### src/rtl/zacore_mem_bridge.sv
// zacore_mem_bridge: serialises zacore fetch/load/store requests onto one 1-cycle-latency SRAM
// Ports:
//   i_clk, i_rst_n                       clock, synchronous active-low reset
//   i_fetch_req, i_fetch_addr            instruction fetch request and byte address
//   i_read_req, i_write_req              load / store request (both high = store)
//   i_data_addr, i_data_write,
//   i_data_write_mask                    load/store byte address, store data, byte enables
//   o_inst_read, o_inst_valid            fetched word (held) and completion pulse
//   o_data_read, o_data_valid            loaded word (held) and load/store completion pulse
//   o_access_fault                       pulses with the valid of an out-of-window access
//   o_mem_en, o_mem_we, o_mem_addr,
//   o_mem_wdata, i_mem_rdata             single-port SRAM interface
// ADDR_WIDTH may be at most 30 so the window fits in the 32-bit address space.
module zacore_mem_bridge #(
  parameter int          ADDR_WIDTH = 14,
  parameter logic [31:0] BASE_ADDR  = 32'h0000_0000
) (
  input  logic                  i_clk,
  input  logic                  i_rst_n,
  input  logic                  i_fetch_req,
  input  logic                  i_read_req,
  input  logic                  i_write_req,
  input  logic [31:0]           i_fetch_addr,
  input  logic [31:0]           i_data_addr,
  input  logic [31:0]           i_data_write,
  input  logic [3:0]            i_data_write_mask,
  output logic [31:0]           o_inst_read,
  output logic                  o_inst_valid,
  output logic [31:0]           o_data_read,
  output logic                  o_data_valid,
  output logic                  o_access_fault,
  output logic                  o_mem_en,
  output logic [3:0]            o_mem_we,
  output logic [ADDR_WIDTH-1:0] o_mem_addr,
  output logic [31:0]           o_mem_wdata,
  input  logic [31:0]           i_mem_rdata
);
  typedef enum logic [1:0] {IDLE, DATA_RSP, FETCH_RSP} state_t;
  localparam logic [32:0] WIN_BYTES = 33'd4 << ADDR_WIDTH;
  state_t      state_q, state_d;
  logic        fault_q, fault_d, wr_q, wr_d;
  logic [31:0] inst_q, data_q, rsp_data, addr, off;
  logic        data_go, fetch_go, in_win, go, rsp;
  always_ff @(posedge i_clk) begin
    if (!i_rst_n) begin
      state_q <= IDLE;
      fault_q <= 1'b0;
      wr_q    <= 1'b0;
      inst_q  <= '0;
      data_q  <= '0;
    end else begin
      state_q <= state_d;
      fault_q <= fault_d;
      wr_q    <= wr_d;
      if (state_q == FETCH_RSP) inst_q <= rsp_data;
      if (state_q == DATA_RSP && !wr_q) data_q <= rsp_data;
    end
  end
  // Data has priority, but each side is blocked while its own response is pending,
  // which lets a waiting fetch slip in during a data response and vice versa.
  // Subtracting the base first makes addresses below it wrap high, so one compare covers both bounds.
  always_comb begin
    data_go  = (i_read_req | i_write_req) && state_q != DATA_RSP;
    fetch_go = i_fetch_req && state_q != FETCH_RSP && !data_go;
    addr     = data_go ? i_data_addr : i_fetch_addr;
    off      = addr - BASE_ADDR;
    in_win   = {1'b0, off} < WIN_BYTES;
    state_d  = data_go ? DATA_RSP : fetch_go ? FETCH_RSP : IDLE;
    fault_d  = (data_go | fetch_go) && !in_win;
    wr_d     = data_go && i_write_req;
  end
  // Response data is forwarded straight from the SRAM in the response cycle and
  // captured into the hold registers at the end of it.
  always_comb begin
    go             = (data_go | fetch_go) && in_win && i_rst_n;
    o_mem_en       = go;
    o_mem_we       = (go && wr_d) ? i_data_write_mask : 4'b0000;
    o_mem_addr     = go ? off[ADDR_WIDTH+1:2] : '0;
    o_mem_wdata    = (go && wr_d) ? i_data_write : '0;
    rsp            = state_q != IDLE && i_rst_n;
    rsp_data       = fault_q ? 32'h0 : i_mem_rdata;
    o_inst_valid   = rsp && state_q == FETCH_RSP;
    o_data_valid   = rsp && state_q == DATA_RSP;
    o_access_fault = rsp && fault_q;
    o_inst_read    = o_inst_valid ? rsp_data : inst_q;
    o_data_read    = (o_data_valid && !wr_q) ? rsp_data : data_q;
  end
endmodule

### config.mk
export PLATFORM = sky130hd
export DESIGN_NAME = zacore_mem_bridge
export DESIGN_NICKNAME = d
export VERILOG_FILES = /design/src/rtl/zacore_mem_bridge.sv
export SDC_FILE = /design/constraint.sdc
export NUM_CORES = 1
export LEC_CHECK = 0
export ABC_CLOCK_PERIOD_IN_PS = 2810
export CORE_ASPECT_RATIO = 1.4
export CORE_MARGIN = 2
export CORE_UTILIZATION = 38
export DETAILED_ROUTE_END_ITERATION = 8
export PLACE_DENSITY = 0.87
export SYNTH_ARGS = -nofsm -noshare
export SYNTH_HDL_FRONTEND = slang
export SYNTH_SLANG_ARGS = --single-unit
### constraint.sdc
create_clock -name i_clk -period 2.81 [get_ports i_clk]
set_input_delay 0.281 -clock i_clk [delete_from_list [all_inputs] [get_ports i_clk]]
set_output_delay 0.281 -clock i_clk [all_outputs]
set_load 0.01 [all_outputs]
==> flow_metrics.env <==
export IMPL_synth_xor_area_share_pct=0
export IMPL_ys_warn_count=0
export IMPL_cts_tree="built"
export IMPL_numCtsBuffers=9
export IMPL_antenna_cells=0
export IMPL_rsz0062_at_grt="false"
export IMPL_power_total_mw=2.702
export IMPL_fin_crit_sh_pct=95.99
export IMPL_io_buffers=250
export IMPL_synthToLayoutAreaGrowth_pct=82.80
export IMPL_postLayoutSetupSlackWorst_ns=0.1127
export IMPL_min_delay_path_depth=2
export IMPL_detail_route_antenna_nets=0
export IMPL_pin_count=255
export IMPL_crit_required_ns=2.53
export IMPL_place_congestion=0.8224
export IMPL_setup_viol=0
export IMPL_met1_length_um=5093
export IMPL_reg2reg_from="state_q[1]"
export IMPL_maxSlewHeadroom_pct=55.89
export IMPL_skew_ns=0.004795
export IMPL_r2r_cells=6
export IMPL_endpoint_kind="primary output"
export IMPL_syn_inst=476
export IMPL_grtUsageTotal_pct=24.66
export IMPL_worstMarginPinSlew_ns=0.6608
export IMPL_grt_max_degree=97
export IMPL_remaining_drc_errors=0
export IMPL_final_cell_area_um2=6558
export IMPL_final_hold_viol_count=0
export IMPL_synthAdderAreaFrac_pct=0
export IMPL_maxCapViolCount=0
export IMPL_wl_um=13370
export IMPL_nets=849
export IMPL_dpl_hpwl_um=10640
export IMPL_seq_area_frac_synth_pct=37.95
export IMPL_hold_worst_slack_ns=0.4516
export IMPL_drtPass1Iterations=4
export IMPL_layout_drive_gt1_share_pct=5.160
export IMPL_layout_common_cells="clkdlybuf4s50_1 (235), dfxtp_1 (68), nand2_1 (67)"
export IMPL_layout_commonest_cell="clkdlybuf4s50_1"
export IMPL_ys_ff_latch=68
export IMPL_place_area_um2=6188
export IMPL_grt_ovfl_total=0
export IMPL_path_clk_slew_ns=0.05
export IMPL_final_instance_count_excl_fill=827
export IMPL_critPathLaunch="i_fetch_addr[30]"
export IMPL_cts_root_buf="clkbuf_16"
export IMPL_worstPathArrival_ns=2.42
export IMPL_hp_class="reg2reg"
export IMPL_placed_cells=809
export IMPL_syn_area_um2=3587
export IMPL_core_um2=9301
export IMPL_routed_wl_met3_um=1230
export IMPL_vias=4244
export IMPL_synth_compound_area_share_pct=25.88
export IMPL_start_util_pct=38.57
export IMPL_grt_pass1_vias=3840
export IMPL_fillCellCount=741
export IMPL_die_h_um=119.0
export IMPL_synth_area_mux_share_pct=0
export IMPL_top_layer="met4"
export IMPL_num_rows=42
export IMPL_die_w_um=86.12
export IMPL_drtIter0Drc=187
export IMPL_die_area_um2=10240
export IMPL_critPathKind="in2out"
export IMPL_synth_top_family_by_area="simple AND/OR/NAND/NOR gates"
export IMPL_wl_per_cell_um=16.17
export IMPL_period_needed_ns=2.697
export IMPL_start_kind="input port"
export IMPL_synth_simple_gate_area_share_pct=31.64
export IMPL_power_leakage_nw=3.146
export IMPL_clk_latency_ns=0.32
export IMPL_yosys_cell_types_count=31
export IMPL_clock_path_buffers=2
export IMPL_cp_max_fo=4
export IMPL_ir_worst_vdd_mv=0.2511
export IMPL_outcome="finished clean"
export IMPL_synth_area_per_cell_um2=7.536
export IMPL_antenna_found_initial=0
export IMPL_min_from="data_q[12]"
export IMPL_fmax_ghz=0.3707
export IMPL_synth_fp_nets=613
export IMPL_cts_htree_levels=3
export IMPL_cts_hold_buf=0
export IMPL_cts_sinks=68
export IMPL_p_per_area_nw_per_um2=412.0
export IMPL_report_final_slew_viol_count=0
export IMPL_grt_pass1_wl_um=19520
export IMPL_vias_per_cell=5.132
export IMPL_wl_met2_um=6714
export IMPL_dp_slack_ns=-0.05023
[worst max-delay path, cell delays in order]
cell	delay, ns
clkdlybuf4s50_1	0.41
or4_4	0.56
nor2_1	0.25
nand4_1	0.14
a21oi_1	0.15
clkdlybuf4s50_1	0.61
[layer usage]
| metal | vias to the layer above | track usage, % |
|---|---|---|
| li1 | 2092 | - |
| met1 | 1927 | 28.44 |
| met2 | 205 | 42.97 |
| met3 | 20 | 6.168 |
| met4 | 0 | 9.524 |
| met5 | - | 0 |
[cells by family after synthesis]
family                 Yosys count
buffers and inverters           39
AO/OA/AOI/OAI                  148
flip-flops                      68
AND/OR/NAND/NOR                221
[sequential cells by signal, summed over array words and instances (netlist names)]
signal and cells:
inst_q 32, wr_q 1, state_q 2, fault_q 1, data_q 32
[where the power goes]
| part | internal (mW) | switching [mW] | total, mW |
|---|---|---|---|
| clock | 0.781 | 0.386 | 1.17 |
| sequential | 1.00 | 0.0246 | 1.03 |
| combinational | 0.307 | 0.202 | 0.509 |
| total | 2.09 | 0.613 | 2.70 |
[cell type report]
class,instances,area (um2),area share (%)
multi-input cells,369,2072,31.60
repair buffers,263,2660,40.56
clock inverters,3,42.54,0.6487
flip-flops and latches,68,1361,20.76
clock buffers,13,280.3,4.274
well taps,110,137.6,2.099
inverters,1,3.754,0.05724
[what timing repair did]
action                     in CTS  in global routing
setup endpoints to repair       9                 23
resized for setup               6                 12
setup buffers                   0                  2
cloned                          0                  0
[synthesized netlist by cell type]
library cell | count | area [um2]
nand2b_1 | 34 | 212.7
o21ai_0 | 64 | 320.3
o21ai_1 | 1 | 5.000
buf_2 | 6 | 30.03
clkbuf_1 | 26 | 97.59
and3b_1 | 1 | 8.760
a21oi_1 | 12 | 60.06
o21a_1 | 2 | 15.01
nand4_1 | 4 | 25.02
clkbuf_2 | 1 | 5.000
buf_1 | 4 | 15.01
a21oi_2 | 3 | 26.28
inv_1 | 1 | 3.750
nor2b_1 | 1 | 6.260
nand3b_1 | 2 | 15.01
or4_4 | 2 | 22.52
and4_1 | 1 | 8.760
a21o_1 | 64 | 480.5
nor4_4 | 1 | 21.27
nor4_1 | 4 | 25.02
and2_1 | 40 | 250.2
o211a_1 | 1 | 10.01
nor2_1 | 34 | 127.6
o2111a_1 | 1 | 11.26
nand2_1 | 67 | 251.5
buf_6 | 1 | 11.26
or4_1 | 2 | 15.01
and3_1 | 3 | 18.77
or2_1 | 1 | 6.260
dfxtp_1 | 68 | 1361
nand3_1 | 24 | 120.1
[worst paths after layout]
kind / slack, ns / end
setup reg to reg: 1.22 / fault_q
hold / removal: 0.45 / data_q[12]
hold reg to reg: 0.45 / data_q[12]
setup / recovery: 0.11 / o_mem_addr[2]
[through the flow]
step / setup TNS, ns / utilization, %
6_report: 0 / 70.50
5_1_grt: 0 / 70.50
4_1_cts: 0 / 69.98
3_5_place_dp: -0.1862 / 66.53
3_3_place_gp: -0.05840 / 66.53
2_1_floorplan: 0 / -
No activity file was read; power rests on OpenSTA's default activity.
